--- src/rtl/fc_pkg.sv ---
// ---------------------------------------------------------------------------
// fc_pkg
// Shared Fibre Channel definitions: transmission words for the primitives
// the TX framer generates on its own, the K-character mask they use, and
// the framer state encoding.
// ---------------------------------------------------------------------------
package fc_pkg;

  // IDLE and R_RDY ordered sets; the K28.5 lives in the top byte.
  localparam logic [31:0] PRIM_IDLE_WORD  = 32'hBC95_B5B5;
  localparam logic [31:0] PRIM_R_RDY_WORD = 32'hBC95_4A4A;
  localparam logic [3:0]  PRIM_DATAK      = 4'b1000;

  // Value returned for unmapped status register addresses.
  localparam logic [31:0] MM_UNMAPPED     = 32'hFFFF_FFFF;

  typedef enum logic [1:0] {
    TXF_FILL = 2'd0,
    TXF_DATA = 2'd1,
    TXF_GAP  = 2'd2,
    TXF_DROP = 2'd3
  } tx_framer_state_t;

endpackage

--- src/rtl/fc_credit_counter.sv ---
// ---------------------------------------------------------------------------
// fc_credit_counter
// Saturating up/down counter in the range 0..MAX.
//   clk, reset    : clock, asynchronous active-high reset
//   i_inc, i_dec  : one step up / down; both together leave the count alone
//   i_force_max   : load MAX (highest priority)
//   i_clear       : load zero
//   o_count       : current count
//   o_ovf         : one-cycle pulse when an increment hits a full counter
// RST_TO_MAX selects whether reset loads MAX or zero.
// ---------------------------------------------------------------------------
module fc_credit_counter
  import fc_pkg::*;
#(
  parameter int unsigned MAX        = 8,
  parameter int unsigned W          = 8,
  parameter bit          RST_TO_MAX = 1'b1
) (
  input  logic         clk,
  input  logic         reset,
  input  logic         i_inc,
  input  logic         i_dec,
  input  logic         i_force_max,
  input  logic         i_clear,
  output logic [W-1:0] o_count,
  output logic         o_ovf
);

  localparam logic [W-1:0] C_MAX   = W'(MAX);
  localparam logic [W-1:0] C_RESET = RST_TO_MAX ? W'(MAX) : W'(0);

  logic [W-1:0] r_count;

  assign o_count = r_count;

  // Overflow: an increment that cannot be absorbed because the count is full
  always_comb begin
    o_ovf = i_inc && !i_dec && !i_force_max && !i_clear && (r_count == C_MAX);
  end

  // Saturating count update
  always_ff @(posedge clk or posedge reset) begin
    if (reset) begin
      r_count <= C_RESET;
    end else if (i_force_max) begin
      r_count <= C_MAX;
    end else if (i_clear) begin
      r_count <= W'(0);
    end else if (i_inc && !i_dec) begin
      if (r_count != C_MAX) begin
        r_count <= r_count + W'(1);
      end else begin
        r_count <= r_count;
      end
    end else if (i_dec && !i_inc) begin
      if (r_count != W'(0)) begin
        r_count <= r_count - W'(1);
      end else begin
        r_count <= r_count;
      end
    end else begin
      r_count <= r_count;
    end
  end

endmodule

--- src/rtl/fc_tx_framer.sv ---
// ---------------------------------------------------------------------------
// fc_tx_framer
// Credit-aware transmit framer for one Fibre Channel port. Passes user frames
// to the transceiver when BB credit allows, pads at least MIN_FILL fill words
// after every EOF, substitutes R_RDY for IDLE when R_RDYs are owed, and
// forwards the link-state primitive stream while the link is not active.
//   clk, reset                    : TX clock, async active-high reset
//   link_active                   : link is in the active state
//   prim_data/prim_datak          : primitive stream used while link is down
//   rrdy_req                      : local buffer freed, owe one R_RDY
//   rrdy_rcvd                     : peer returned one credit
//   usertx_*                      : Avalon-ST frame source (ready out)
//   avtx_data/valid/ready         : transceiver word {datak, data}
//   mm_address/read/readdata      : status registers, 1-cycle read latency
//   credit                        : available BB credit
// ---------------------------------------------------------------------------
module fc_tx_framer
  import fc_pkg::*;
#(
  parameter int unsigned BB_CREDIT   = 8,
  parameter int unsigned MIN_FILL    = 6,
  parameter int unsigned RRDY_PEND_W = 8
) (
  input  logic        clk,
  input  logic        reset,
  input  logic        link_active,
  input  logic [31:0] prim_data,
  input  logic [3:0]  prim_datak,
  input  logic        rrdy_req,
  input  logic        rrdy_rcvd,
  input  logic [31:0] usertx_data,
  input  logic        usertx_valid,
  input  logic        usertx_startofpacket,
  input  logic        usertx_endofpacket,
  output logic        usertx_ready,
  output logic [35:0] avtx_data,
  output logic        avtx_valid,
  input  logic        avtx_ready,
  input  logic [2:0]  mm_address,
  input  logic        mm_read,
  output logic [31:0] mm_readdata,
  output logic [7:0]  credit
);

  localparam logic [3:0]  C_FILL_LAST = 4'(MIN_FILL - 1);
  localparam logic [35:0] C_IDLE36    = {PRIM_DATAK, PRIM_IDLE_WORD};
  localparam logic [35:0] C_RRDY36    = {PRIM_DATAK, PRIM_R_RDY_WORD};

  tx_framer_state_t r_state;
  logic [3:0]       r_fill_cnt;
  logic [35:0]      r_avtx_data;
  logic [31:0]      r_frames_tx;
  logic [31:0]      r_frames_aborted;
  logic [31:0]      r_rrdy_tx;
  logic [31:0]      r_credit_ovf;
  logic [31:0]      r_stray;
  logic [31:0]      r_mm_readdata;

  logic [7:0]             w_credit;
  logic                   w_credit_ovf;
  logic [RRDY_PEND_W-1:0] w_pend;
  logic                   w_pend_ovf;
  logic                   w_link_down;
  logic                   w_ready;
  logic                   w_accept;
  logic                   w_sof_take;
  logic                   w_emit_rrdy;
  logic                   w_ev_frame_tx;
  logic                   w_ev_abort;
  logic                   w_ev_stray;
  logic [35:0]            w_fill_word;
  logic [35:0]            w_prim_word;
  logic [35:0]            w_user_word;

  assign w_link_down  = !link_active;
  assign usertx_ready = w_ready;
  assign avtx_data    = r_avtx_data;
  assign avtx_valid   = 1'b1;
  assign mm_readdata  = r_mm_readdata;
  assign credit       = w_credit;

  // Available BB credit: spent on each SOF, returned by R_RDY from the peer
  fc_credit_counter #(
    .MAX        (BB_CREDIT),
    .W          (8),
    .RST_TO_MAX (1'b1)
  ) u_bb_credit (
    .clk         (clk),
    .reset       (reset),
    .i_inc       (rrdy_rcvd),
    .i_dec       (w_sof_take),
    .i_force_max (w_link_down),
    .i_clear     (1'b0),
    .o_count     (w_credit),
    .o_ovf       (w_credit_ovf)
  );

  // R_RDYs owed to the peer
  fc_credit_counter #(
    .MAX        ((2 ** RRDY_PEND_W) - 1),
    .W          (RRDY_PEND_W),
    .RST_TO_MAX (1'b0)
  ) u_rrdy_pend (
    .clk         (clk),
    .reset       (reset),
    .i_inc       (rrdy_req),
    .i_dec       (w_emit_rrdy),
    .i_force_max (1'b0),
    .i_clear     (w_link_down),
    .o_count     (w_pend),
    .o_ovf       (w_pend_ovf)
  );

  // Handshake, candidate output words and per-cycle event decode
  always_comb begin
    w_ready = 1'b0;
    if (reset || !avtx_ready) begin
      w_ready = 1'b0;
    end else begin
      case (r_state)
        TXF_FILL: w_ready = link_active && (w_credit != 8'd0);
        TXF_DATA: w_ready = 1'b1;
        TXF_GAP:  w_ready = 1'b0;
        TXF_DROP: w_ready = 1'b1;
        default:  w_ready = 1'b0;
      endcase
    end
    w_accept   = usertx_valid && w_ready;
    w_sof_take = w_accept && link_active && (r_state == TXF_FILL) && usertx_startofpacket;
    // An R_RDY goes out in any fill slot that is not displaced by a new SOF.
    w_emit_rrdy = avtx_ready && link_active && (w_pend != '0) &&
                  (((r_state == TXF_FILL) && !w_sof_take) || (r_state == TXF_GAP));
    w_ev_frame_tx = w_accept && link_active && usertx_endofpacket &&
                    (w_sof_take || (r_state == TXF_DATA));
    w_ev_abort = w_accept && usertx_endofpacket &&
                 ((r_state == TXF_DROP) || ((r_state == TXF_DATA) && !link_active));
    w_ev_stray = w_accept && link_active && (r_state == TXF_FILL) && !usertx_startofpacket;
    w_fill_word = (w_pend != '0) ? C_RRDY36 : C_IDLE36;
    w_prim_word = {prim_datak, prim_data};
    w_user_word = {((usertx_startofpacket || usertx_endofpacket) ? PRIM_DATAK : 4'b0000),
                   usertx_data};
  end

  // Framer FSM and registered transceiver word; frozen while avtx_ready is low
  always_ff @(posedge clk or posedge reset) begin
    if (reset) begin
      r_state     <= TXF_FILL;
      r_fill_cnt  <= 4'd0;
      r_avtx_data <= C_IDLE36;
    end else if (!avtx_ready) begin
      r_state     <= r_state;
      r_fill_cnt  <= r_fill_cnt;
      r_avtx_data <= r_avtx_data;
    end else begin
      case (r_state)
        TXF_FILL: begin
          r_fill_cnt <= 4'd0;
          if (!link_active) begin
            r_avtx_data <= w_prim_word;
            r_state     <= TXF_FILL;
          end else if (w_sof_take) begin
            r_avtx_data <= w_user_word;
            r_state     <= usertx_endofpacket ? TXF_GAP : TXF_DATA;
          end else begin
            r_avtx_data <= w_fill_word;
            r_state     <= TXF_FILL;
          end
        end
        TXF_DATA: begin
          r_fill_cnt <= 4'd0;
          if (!link_active) begin
            // The word accepted on the cycle the link drops already belongs to the abort.
            r_avtx_data <= w_prim_word;
            r_state     <= (w_accept && usertx_endofpacket) ? TXF_FILL : TXF_DROP;
          end else if (w_accept) begin
            r_avtx_data <= w_user_word;
            r_state     <= usertx_endofpacket ? TXF_GAP : TXF_DATA;
          end else begin
            r_avtx_data <= C_IDLE36;
            r_state     <= TXF_DATA;
          end
        end
        TXF_GAP: begin
          if (!link_active) begin
            r_avtx_data <= w_prim_word;
            r_fill_cnt  <= 4'd0;
            r_state     <= TXF_FILL;
          end else begin
            r_avtx_data <= w_fill_word;
            if (r_fill_cnt == C_FILL_LAST) begin
              r_fill_cnt <= 4'd0;
              r_state    <= TXF_FILL;
            end else begin
              r_fill_cnt <= r_fill_cnt + 4'd1;
              r_state    <= TXF_GAP;
            end
          end
        end
        TXF_DROP: begin
          r_fill_cnt  <= 4'd0;
          r_avtx_data <= w_prim_word;
          r_state     <= (w_accept && usertx_endofpacket) ? TXF_FILL : TXF_DROP;
        end
        default: begin
          r_fill_cnt  <= 4'd0;
          r_avtx_data <= C_IDLE36;
          r_state     <= TXF_FILL;
        end
      endcase
    end
  end

  // Statistics; every event term is already qualified by avtx_ready except the
  // overflow pulses, which must be counted even while the output is frozen
  always_ff @(posedge clk or posedge reset) begin
    if (reset) begin
      r_frames_tx      <= 32'd0;
      r_frames_aborted <= 32'd0;
      r_rrdy_tx        <= 32'd0;
      r_credit_ovf     <= 32'd0;
      r_stray          <= 32'd0;
    end else begin
      r_frames_tx      <= r_frames_tx + {31'd0, w_ev_frame_tx};
      r_frames_aborted <= r_frames_aborted + {31'd0, w_ev_abort};
      r_rrdy_tx        <= r_rrdy_tx + {31'd0, w_emit_rrdy};
      r_credit_ovf     <= r_credit_ovf + {31'd0, w_credit_ovf} + {31'd0, w_pend_ovf};
      r_stray          <= r_stray + {31'd0, w_ev_stray};
    end
  end

  // Registered status read port
  always_ff @(posedge clk or posedge reset) begin
    if (reset) begin
      r_mm_readdata <= 32'd0;
    end else if (mm_read) begin
      case (mm_address)
        3'd0:    r_mm_readdata <= {24'd0, w_credit};
        3'd1:    r_mm_readdata <= r_frames_tx;
        3'd2:    r_mm_readdata <= r_frames_aborted;
        3'd3:    r_mm_readdata <= r_rrdy_tx;
        3'd4:    r_mm_readdata <= r_credit_ovf;
        3'd5:    r_mm_readdata <= r_stray;
        default: r_mm_readdata <= MM_UNMAPPED;
      endcase
    end else begin
      r_mm_readdata <= r_mm_readdata;
    end
  end

endmodule

--- config.mk ---
export PLATFORM = sky130hd
export DESIGN_NAME = fc_tx_framer
export DESIGN_NICKNAME = d
export VERILOG_FILES = /design/src/rtl/fc_pkg.sv /design/src/rtl/fc_credit_counter.sv /design/src/rtl/fc_tx_framer.sv
export SDC_FILE = /design/constraint.sdc
export NUM_CORES = 1
export LEC_CHECK = 0
export ABC_AREA = 1
export CORE_ASPECT_RATIO = 1.1
export CORE_UTILIZATION = 55
export DETAILED_ROUTE_END_ITERATION = 10
export DONT_BUFFER_PORTS = 1
export PLACE_DENSITY_LB_ADDON = 0.3
export REMOVE_ABC_BUFFERS = 1
export SLEW_MARGIN = 20
export SYNTH_ARGS = -nofsm -noshare
export SYNTH_HDL_FRONTEND = slang
export SYNTH_HIERARCHICAL = 1
export SYNTH_SLANG_ARGS = --single-unit
--- constraint.sdc ---
create_clock -name clk -period 11.8 [get_ports clk]
set_input_delay 1.77 -clock clk [delete_from_list [all_inputs] [get_ports clk]]
set_output_delay 1.77 -clock clk [all_outputs]
set_load 0.005 [all_outputs]
## Yosys cells after proc, flatten, opt, wreduce, memory -nomap -nowiden

Index checks and enable logic that the tools add are counted.

| storage, ports and cells | value |
|---|---|
| register bits | 250 |
| input port bits | 81 |
| output and inout port bits | 78 |
| logic and storage cells | 117 |

| operators by class | value |
|---|---|
| add/sub/neg operators | 11 |
| equality and inequality tests | 19 |
| multiplexer cells | 33 |
| reduce and logical (&&, ||, !) cells | 43 |

Operators with widths:

| cell | count |
|---|---|
| $add A32 B1 Y32 | 6 |
| $pmux W32 S6 | 1 |
| $mux W36 | 5 |
| $pmux W36 S4 | 1 |
| $mux W8 | 10 |
| $logic_and A1 B1 Y1 | 23 |
| $add A8 B1 Y8 const B | 2 |
| $mux W16 | 1 |
| $mux W2 | 8 |
| $reduce_bool A8 Y1 | 2 |
| $sub A8 B1 Y8 const B | 2 |
| $mux W4 | 3 |
| $ne A3 B1 Y1 const B | 4 |
| $eq A8 B4 Y1 const B | 1 |
| $eq A8 B8 Y1 const B | 1 |
| $ne A8 B4 Y1 const B | 1 |
| $ne A8 B8 Y1 const B | 1 |
| $pmux W2 S4 | 1 |
| $pmux W4 S2 | 1 |
| $logic_not A1 Y1 | 7 |
| $eq A3 B2 Y1 const B | 2 |
| $eq A3 B3 Y1 const B | 2 |
| $ne A3 B3 Y1 const B | 2 |
| $reduce_and A3 Y1 | 2 |
| 12 further kinds | 17 |

## Depth between registers and ports, before layout

Gate-level depths: netlist (run 1).

| logic depth | value |
|---|---|
| depth after elaboration | 17 |
| mapped depth | 26 |
| depth with buffers taken out | 25 |

## By module

The synthesis (run 1) kept the hierarchy.

By module, submodules not included:

| module | instances | cells each | area an instance (µm²) | seq. area each (µm²) |
|---|---|---|---|---|
| fc_tx_framer | 1 | 1577 | 13006.2 | 5880.6 |
| fc_credit_counter at u_rrdy_pend | 1 | 132 | 859.6 | 200.2 |
| fc_credit_counter at u_bb_credit | 1 | 119 | 813.3 | 201.4 |

## Worst setup path after synthesis (run 1)

OpenSTA, ideal clock, no wires.

| timing | value |
|---|---|
| path kind | input port to flip-flop |
| start point | in avtx_ready |
| end point | reg r_credit_ovf[26] |
| setup time | 0.079 ns |
| arrival time | 4.901 ns |
| required time | 11.721 ns |
| slack | 6.819 ns |
| stages | 24 |
| buffers on the path | 1 |
| path through | inv_2 > nor2_1 > nand3_4 > nor2_4 > nand3_2 > nand2_1 > buf_4 > nor3_1 > inv_2 > nand3_1 > nor3_1 > inv_1 > fa_1 > inv_1 > ha_1 > nand3_1 > nor3_4 > nand2_2 > nor2_2 > nand2_1 > nor3_2 > nand3_1 > nor2_1 > xor2_1 |

| between the ends | value |
|---|---|
| cells in the longest elaborated chain, start to end | 16 |
| elaborated cells on any way between the ends | 22 |
| classes of those cells | add/sub: 2; mux: 1; reduce/logical: 19 |

Ends and longest elaborated chain:

| element | RTL line | source |
|---|---|---|
| start, declared | fc_tx_framer.sv:38 | `input logic avtx_ready,` |
| $logic_not A1 Y1 | n/a |  |
| $logic_or A1 B1 Y1 | fc_tx_framer.sv:117 | `if (reset \|\| !avtx_ready) begin` |
| $mux W1 | fc_tx_framer.sv:117 |  |
| $logic_and A1 B1 Y1 | fc_tx_framer.sv:128 | `w_accept = usertx_valid && w_ready;` |
| $logic_and A1 B1 Y1 (3 in series) | fc_tx_framer.sv:129 | `w_sof_take = w_accept && link_active && (r_state == TXF_FILL) && usertx_startofpacket;` |
| $logic_not A1 Y1 | fc_tx_framer.sv:132 | `(((r_state == TXF_FILL) && !w_sof_take) \|\| (r_state == TXF_GAP));` |
| $logic_and A1 B1 Y1 | fc_tx_framer.sv:132 |  |
| $logic_or A1 B1 Y1 | fc_tx_framer.sv:132 |  |
| $logic_and A1 B1 Y1 * | fc_tx_framer.sv:131 | `w_emit_rrdy = avtx_ready && link_active && (w_pend != '0) &&` |
| net w_emit_rrdy | fc_tx_framer.sv:67 | `logic w_emit_rrdy;` |
| $logic_not A1 Y1 * | fc_credit_counter.sv:38 | `o_ovf = i_inc && !i_dec && !i_force_max && !i_clear && (r_count == C_MAX);` |
| $logic_and A1 B1 Y1 * (3 in series) | fc_credit_counter.sv:38 |  |
| net w_pend_ovf | fc_tx_framer.sv:62 | `logic w_pend_ovf;` |
| $add A32 B1 Y32 * | fc_tx_framer.sv:226 | `r_credit_ovf <= r_credit_ovf + {31'd0, w_credit_ovf} + {31'd0, w_pend_ovf};` |
| end signal, assigned | fc_tx_framer.sv:226 |  |
| end, declared | fc_tx_framer.sv:55 | `logic [31:0] r_credit_ovf;` |

Mark *: on every way through the listed nets, which the timed path passes. The rest lies on a longest branch.
A chain may end at the register's enable or synchronous reset.

## Worst setup path after layout (run 1)

Ends and elaborated chain as after synthesis.

==> results_dict.tcl, run 1 <==
set metrics [dict create \
    grt_pass1_vias 12500 \
    regArea_sq_um 6280 \
    setup_tns_ns 0 \
    drcViolationCount 0 \
    critPathMaxStageDelay_ns 0.55 \
    drv_slew 0 \
    period_minus_slack_ns 6.35 \
    power_leakage_nw 7.72 \
    ys_seq_elements 250 \
    viasPerCell 5.76 \
    area_growth_pct 8.25 \
    htree_levels 1 \
    clock_tree.root_cell "clkbuf_16" \
    clock_path_buffers 3 \
    r2r_slack_ns 6.10 \
    core_sq_um 26100 \
    yosysUniqueCellTypes 61 \
    ys_seq_area_frac 0.428 \
    post-dp-hpwl_um 28500 \
    endpoint_kind "flop" \
    portBuffers 0 \
    place_congestion 0.953 \
    timing.hold.worst.class "reg -> reg" \
    nFillCells 2343 \
    multiInputGateArea_sq_um 7440 \
    die_area_sq_um 27300 \
    critPathMaxFanout 45 \
    synth_top_area_share 0.390 \
    finalWirelength_um 39600 \
    wire_per_inst_um 18.2 \
    synth-main-ff-cell "dfrtp_1" \
    cp_slowest_cell "nor2_4" \
    clk_latency_ns 0.56 \
    cts_tree "built" \
    netlist_area_sq_um 14700 \
    fin_total_pwr_mw 2.18 \
    num_rows 62 \
    initial_core_util 0.562 \
    grt_pass1_wl_um 64600 \
    rsz0062_at_grt "false" \
    drive_gt1_frac 0.0933 \
    yosysMostFrequentCell "nand2_1" \
    antenna_found_initial 0 \
    ant_nets 0 \
    finalSetupViolations 0 \
    syn_inst 1828 \
    fp.dieH_um 173 \
    fin_crit_sh 0.538 \
    avgSynthCellArea_sq_um 8.03 \
    cts.sinks 250 \
    grt_max_degree 82 \
    synthTopCellsByArea "dfrtp_1 (39%), nand2_1 (9.3%), xor2_1 (7.4%)" \
    critical_path.cell_chain "inv_2 > nor2_1 > nand3_4 > nor2_4 > nand3_2 > nand2_1 > nor3_1 > inv_2 > nand3_1 > nor3_1 > inv_1 > fa_1 > inv_1 > ha_1 > nand3_1 > nor3_4 > nand2_2 > nor2_2 > nand2_1 > nor3_2 > nand3_1 > nor2_1 > xor2_1" \
    critPathKind "in -> reg" \
    grt_usage 0.297 \
    die_x_um 158 \
    hold_buffers 0 \
    fin_worst_skew_ns 0.0152 \
    cap_violations 0 \
    drt-pass1-iter-count 5 \
    async_flop_share 1.00 \
    fin_util 0.608 \
    synth_area_leader_cell "dfrtp_1" \
    finalHoldViolations 0 \
    antenna_cells 0 \
    cts_resized 0 \
    synth_edf_count 0 \
    status "complete, no violations" \
    cts_made_buffers 27 \
    relSlewSlack 0.168 \
    dr_total_vias 12500 \
    dr.first_iter.drc_count 1028 \
    synth_commonest_cells "nand2_1 (364), dfrtp_1 (229), nor2_1 (211), inv_1 (181), xor2_1 (124)" \
    grt_remaining_overflow 0 \
    holdWs_ns 0.476 \
    cp-start-kind "input port" \
    max-vdd-ir-drop_uv 94.5 \
    fmax_mhz 158 \
    cp.required_ns 12.28 \
    clk_pin_slew_worst_paths_ns 0.06 \
    worstMarginPinSlew_ns 1.22 \
    crit_top_cell "nand3_1" \
    ios 159 \
    yosys_warnings 6 \
    nNetsFinal 1909 \
    cts_setup_buffers 0 \
    critPathArrivalTime_ns 6.83 \
    power-per-cell-area_nw_per_um2 137 \
]
==> routing by layer <==
layer,track usage,up-vias,wire length (um)
met5,0,-,0
met4,0.144,0,1910
met3,0.0628,106,2910
met2,0.493,445,19300
met1,0.365,6001,15400
li1,-,5975,-
==> kinds of logic (layout without fill, tap and decap cells) <==
| family | Yosys count | in the layout | share of synthesized area |
|---|---|---|---|
| XOR/XNOR | 151 | 151 | 0.0901 |
| buffers and inverters | 255 | 245 | 0.0667 |
| flip-flops | 250 | 250 | 0.428 |
| AO/OA/AOI/OAI | 277 | 277 | 0.115 |
| multiplexers | 1 | 1 | 0.000682 |
| adder cells (fa/ha/maj) | 26 | 26 | 0.0237 |
| AND/OR/NAND/NOR | 866 | 866 | 0.275 |
| other | 2 | 6 | 0.000512 |
==> critical path, delay by kind of cell <==
family | cells | cell delay, ns
simple gates | 16 | 3.67
fa+ha+maj | 2 | 0.59
buf+inv | 4 | 0.58
xor+xnor | 1 | 0.16
==> metrics by stage <==
| step | instances | cell area, sq um | worst slack [ns] |
|---|---|---|---|
| final | 2174 | 15900 | 5.45 |
| after global routing | 2174 | 15900 | 5.04 |
| after CTS | 2174 | 15900 | 5.55 |
| after detailed placement | 2125 | 14900 | 4.97 |
| after global placement | 2125 | 14900 | 5.16 |
| after floorplan | 1768 | 14400 | 3.65 |
==> power by group <==
group          leakage (nW)  switching (mW)  internal, mW
Clock                 0.481           0.361         0.546
Combinational          4.21           0.184        0.0943
Sequential             3.02          0.0672         0.925
==> final timing paths <==
check                                    endpoint     startpoint  cells past startpoint
min reg2reg                         r_rrdy_tx[31]  r_rrdy_tx[31]                      1
max in group asynchronous          r_frames_tx[8]          reset                      3
max reg2reg                      r_credit_ovf[26]     r_state[0]                     23
min in group asynchronous  u_rrdy_pend/o_count[0]          reset                      1
min                                 r_rrdy_tx[31]  r_rrdy_tx[31]                      1
max                              r_credit_ovf[26]     avtx_ready                     23
==> placed cells by master (no fill, tap or decap), types with 12 or more instances in the layout <==
cell | Yosys | routed
xnor2_1 | 27 | 27
xor2_1 | 124 | 124
nand2_1 | 364 | 364
nor3_2 | 12 | 12
a21oi_1 | 96 | 96
dfrtp_1 | 229 | 229
ha_1 | 23 | 23
nor2_1 | 211 | 210
dfstp_2 | 21 | 21
nor3_1 | 41 | 41
nor2_2 | 21 | 21
clkbuf_16 | 0 | 27
nand3_1 | 101 | 101
a221oi_1 | 21 | 21
nand4_1 | 61 | 61
o22ai_1 | 13 | 13
o21ai_0 | 74 | 74
inv_1 | 181 | 180
a31oi_1 | 15 | 15
==> flip-flops by register name, summed over array words and instances, names as in the netlist, 8 cells and up <==
register	cells
avtx_data	36
mm_readdata	32
r_credit_ovf	32
r_frames_aborted	32
r_frames_tx	32
r_rrdy_tx	32
r_stray	32
u_bb_credit/o_count	8
u_rrdy_pend/o_count	8
==> layout make-up <==
cell class,count,area share
Clock buffer,34,0.0480
Clock inverter,15,0.0121
Inverter,191,0.0457
Multi-Input combinational cell,1327,0.469
Sequential cell,250,0.395
Tap cell,352,0.0277
Timing Repair Buffer,5,0.00260
No activity file was read; power rests on OpenSTA's default activity.
==> inputs of run 2 (changes only) <==
==> constraint.sdc (replaced) <==
create_clock -name clk -period 5.9 [get_ports clk]
set_input_delay 0.885 -clock clk [delete_from_list [all_inputs] [get_ports clk]]
set_output_delay 0.885 -clock clk [all_outputs]
set_load 0.005 [all_outputs]
==> results_dict.tcl, run 2 (same netlist as run 1, synthesis figures left out) <==
set metrics [dict create \
    status "complete, no violations" \
    crit_family "simple AND/OR/NAND/NOR gates" \
    power_leakage_nw 7.70 \
    final_cell_area_sq_um 15800 \
    holdWs_ns 0.167 \
    cts_tree "built" \
    relSlewSlack 0.348 \
    initial_core_util 0.562 \
    worstMarginPinSlew_ns 0.975 \
    fin_total_pwr_mw 4.23 \
    cap_violations 0 \
    dr.first_iter.drc_count 1077 \
    place_inst 2129 \
    die_area_sq_um 27300 \
    worst_slack_ns 0.826 \
    grt_max_degree 123 \
    setup_tns_ns 0 \
    layout_commonest_cell "nand2_1" \
    grt_pass1_vias 12400 \
    cts_resized 0 \
    clock_tree.root_cell "clkbuf_16" \
    cts_setup_buffers 0 \
    fin_crit_sh 0.860 \
    grt_usage 0.293 \
    worst-path-buf-inv 4 \
    max-vdd-ir-drop_uv 263 \
    fp.dieH_um 173 \
    viasPerCell 5.86 \
    critPathMaxFanout 27 \
    timing.hold.worst.class "in -> async" \
    fin_util 0.606 \
    num_rows 62 \
    layout_common_cells "nand2_1 (364), dfrtp_1 (229), nor2_1 (210)" \
    clk_latency_ns 0.54 \
    ant_nets 0 \
    critPathMaxStageDelay_ns 0.62 \
    area_growth_pct 7.94 \
    finalWirelength_um 39300 \
    critPathArrivalTime_ns 5.54 \
    fin_worst_skew_ns 0.0152 \
    cp-start-kind "flop" \
    rsz0062_at_grt "false" \
    portBuffers 0 \
    drive_gt1_frac 0.0939 \
    die_x_um 158 \
    place_area_sq_um 15000 \
    drv_slew 0 \
    core_sq_um 26100 \
    antenna_cells 0 \
    ios 159 \
    nNetsFinal 1913 \
    cts.sinks 250 \
    grt_remaining_overflow 0 \
    clk_pin_slew_worst_paths_ns 0.06 \
    post-dp-hpwl_um 28100 \
    largest_register_ffs 36 \
    place_congestion 0.926 \
    clock_path_buffers 3 \
    dp_slack_ns 0.571 \
    endpoint_kind "flop" \
    cp.required_ns 6.37 \
    antenna_found_initial 0 \
    dr_total_vias 12700 \
    cts_made_buffers 27 \
    finalSetupViolations 0 \
    grt_pass1_wl_um 63700 \
    wire_per_inst_um 18.1 \
    critPathKind "reg -> reg" \
    period_minus_slack_ns 5.07 \
    cp_slowest_cell "dfstp_2" \
    drt-pass1-iter-count 5 \
    hold_buffers 0 \
    htree_levels 1 \
    power-per-cell-area_nw_per_um2 267 \
    finalHoldViolations 0 \
    layout.cells.non_filler 2174 \
    drcViolationCount 0 \
    fmax_mhz 197 \
]
run 2: layer usage:
metal	wire length (um)	global-route usage	up-vias
met4	1980	0.141	0
li1	-	-	6004
met3	2940	0.0638	132
met2	18900	0.488	516
met5	0	0	-
met1	15500	0.358	6086
run 2: worst paths after layout:
| check | cells after the start | endpoint | slack [ns] | from |
|---|---|---|---|---|
| max in group asynchronous | 2 | mm_readdata[5] | 4.47 | reset |
| worst max register to register | 26 | r_credit_ovf[26] | 0.83 | u_bb_credit/o_count[3] |
| worst max-delay path | 26 | r_credit_ovf[26] | 0.83 | u_bb_credit/o_count[3] |
| worst min register to register | 1 | r_rrdy_tx[31] | 0.47 | r_rrdy_tx[31] |
| min in group clk | 1 | r_fill_cnt[3] | 0.44 | avtx_ready |
| worst min-delay path | 1 | u_rrdy_pend/o_count[3] | 0.17 | reset |
run 2: cell type report:
class,count,area (sq um)
fillers,2315,10300
multi-input cells,1327,7440
flip-flops and latches,250,6280
clock buffers,34,762
inverters,191,727
well taps,352,440
clock inverters,11,113
repair buffers,9,80.1
run 2: power breakdown:
part / total [mW] / internal [mW] / switching, mW
sequential: 1.97 / 1.85 / 0.122
clock: 1.69 / 0.993 / 0.697
combinational: 0.565 / 0.191 / 0.374
total: 4.23 / 3.03 / 1.19
==> inputs of run 3 (changes only) <==
--- a/config.mk
+++ b/config.mk
@@ -5,7 +5,6 @@
 export SDC_FILE = /design/constraint.sdc
 export NUM_CORES = 1
 export LEC_CHECK = 0
-export ABC_AREA = 1
 export CORE_ASPECT_RATIO = 1.1
 export CORE_UTILIZATION = 55
 export DETAILED_ROUTE_END_ITERATION = 10
==> results_dict.tcl, run 3 <==
set metrics [dict create \
    synthTopCellsByArea "dfrtp_1 (43%), xnor2_1 (6.9%), dfstp_2 (4.2%)" \
    cts_made_buffers 26 \
    power_leakage_nw 6.07 \
    ios 159 \
    drive_gt1_frac 0.0830 \
    critPathMaxFanout 14 \
    finalHoldViolations 0 \
    portBuffers 0 \
    layout.cells.non_filler 1619 \
    initial_core_util 0.561 \
    rsz0062_at_grt "false" \
    multiInputGateArea_sq_um 6520 \
    async_flop_share 1.00 \
    num_rows 59 \
    cp_slowest_cell "or4_4" \
    cts_resized 0 \
    endpoint_kind "flop" \
    status "complete, no violations" \
    place_area_sq_um 13500 \
    drv_slew 0 \
    yosys_warnings 6 \
    fp.dieH_um 165 \
    drcViolationCount 0 \
    critPathMaxStageDelay_ns 0.62 \
    synth_top_area_share 0.433 \
    antenna_found_initial 0 \
    yosysMostFrequentCell "dfrtp_1" \
    power-per-cell-area_nw_per_um2 281 \
    yosysUniqueCellTypes 82 \
    wire_per_inst_um 21.5 \
    grt_pass1_vias 10300 \
    setup_tns_ns 0 \
    die_x_um 150 \
    critPathCapture "r_credit_ovf[26]" \
    timing.hold.worst.class "in -> async" \
    layout_common_cells "dfrtp_1 (229), nor2_1 (110), xnor2_1 (105)" \
    core_sq_um 23600 \
    finalWirelength_um 34800 \
    cp.required_ns 6.31 \
    cp-start-kind "flop" \
    critPathArrivalTime_ns 4.97 \
    relSlewSlack 0.215 \
    post-dp-hpwl_um 24900 \
    dr.first_iter.drc_count 973 \
    viasPerCell 6.46 \
    r2r_cells 13 \
    clk_pin_slew_worst_paths_ns 0.07 \
    nNetsFinal 1401 \
    clock_path_buffers 3 \
    period_minus_slack_ns 4.56 \
    ys_seq_elements 250 \
    largest_register_ffs 36 \
    die_area_sq_um 24700 \
    r2r-end "r_credit_ovf[26]" \
    netlist_area_sq_um 13200 \
    crit_family "simple AND/OR/NAND/NOR gates" \
    nFillCells 1939 \
    dr_total_vias 10500 \
    worstMarginPinSlew_ns 1.17 \
    clock_tree.root_cell "clkbuf_16" \
    max-vdd-ir-drop_uv 186 \
    critical_path.cell_chain "or4_4 > o2111ai_4 > inv_2 > nand2b_1 > nor3_1 > inv_1 > fa_1 > inv_1 > ha_1 > nand4_1 > nor3_2 > nand4_1 > xnor2_1" \
    grt_pass1_wl_um 55500 \
    synth_edf_count 0 \
    setup.worst_path.start "u_bb_credit/o_count[4]" \
    ys_seq_area_frac 0.474 \
    htree_levels 1 \
    fin_worst_skew_ns 0.0163 \
    fin_crit_sh 0.773 \
    worst-path-buf-inv 3 \
    syn_inst 1313 \
    cts_tree "built" \
    r2r_slack_ns 1.34 \
    fin_total_pwr_mw 4.03 \
    regArea_sq_um 6280 \
    cts_setup_buffers 0 \
    finalSetupViolations 0 \
    fmax_mhz 219 \
    area_growth_pct 8.31 \
    synth_commonest_cells "dfrtp_1 (229), nor2_1 (110), xnor2_1 (105), nand2_1 (85), nand3_1 (68)" \
    synth_area_leader_cell "dfrtp_1" \
    cap_violations 0 \
    place_congestion 0.898 \
    grt_usage 0.286 \
    critPathKind "reg -> reg" \
    ant_nets 0 \
    cp_num_cells 13 \
    avgSynthCellArea_sq_um 10.1 \
    synth-main-ff-cell "dfrtp_1" \
    clk_latency_ns 0.53 \
    place_inst 1571 \
    grt_max_degree 141 \
    final_cell_area_sq_um 14300 \
    r2r-start "u_bb_credit/o_count[4]" \
    cts.sinks 250 \
    antenna_cells 0 \
    grt_remaining_overflow 0 \
    hold_buffers 0 \
    drt-pass1-iter-count 6 \
    layout_commonest_cell "dfrtp_1" \
]
## run 3: changes by cell type after synthesis, moves of 21 or more
cell	previous run	this run
nand2_1	364	85
o21ai_0	74	13
o221ai_1	6	28
a21oi_1	96	17
xor2_1	124	51
and3_1	0	24
inv_1	181	56
nor2_1	211	110
a41oi_1	3	25
xnor2_1	27	105
nand3_1	101	68
a22oi_1	3	65
nor2_2	21	0
## run 3: logic make-up (layout without fill, tap and decap cells)
| family | Yosys count | count (layout) | share of synthesized area |
|---|---|---|---|
| compound gates | 250 | 250 | 0.148 |
| xor+xnor | 156 | 156 | 0.103 |
| fa+ha+maj | 26 | 26 | 0.0263 |
| buf+inv | 127 | 119 | 0.0388 |
| flops | 250 | 250 | 0.474 |
| mux | 17 | 17 | 0.0150 |
| other cells | 2 | 11 | 0.000567 |
| simple gates | 485 | 485 | 0.194 |
## run 3: final cells by class
type                            count  area share
Sequential cell                   250       0.438
Timing Repair Buffer               13     0.00680
Multi-Input combinational cell    945       0.454
Tap cell                          305      0.0266
Clock inverter                      7     0.00593
Clock buffer                       41      0.0529
Inverter                           58      0.0157
## run 3: power breakdown
part	total (mW)	leakage [nW]	internal, mW	switching [mW]
Clock	1.63	0.415	0.967	0.659
Combinational	0.427	2.46	0.176	0.251
Sequential	1.98	3.20	1.85	0.132
## run 3: how the worst min path moves through the flow
| stage | endpoint | slack [ns] | cells past startpoint |
|---|---|---|---|
| floorplan | r_frames_tx[31] | 0.44 | 1 |
| detailed placement | r_frames_aborted[31] | 0.46 | 1 |
| global placement | r_frames_aborted[31] | 0.46 | 1 |
| CTS | u_rrdy_pend/o_count[0] | 0.19 | 1 |
| global route | u_rrdy_pend/o_count[2] | 0.20 | 1 |
| finish | u_rrdy_pend/o_count[2] | 0.20 | 1 |
## run 3: per-layer routing
metal	wire, um	global-route usage
met4	874	0.0817
met3	2620	0.0577
met5	0	0
met2	17100	0.479
met1	14200	0.375
## run 3: metrics by stage
stage	hold WS [ns]	util	setup WS, ns
floorplan	0.441	-	-1.37
global placement	0.457	0.572	1.25
detailed placement	0.461	0.572	1.15
CTS	0.185	0.607	1.38
global route	0.199	0.607	1.02
finish	0.201	0.607	1.34
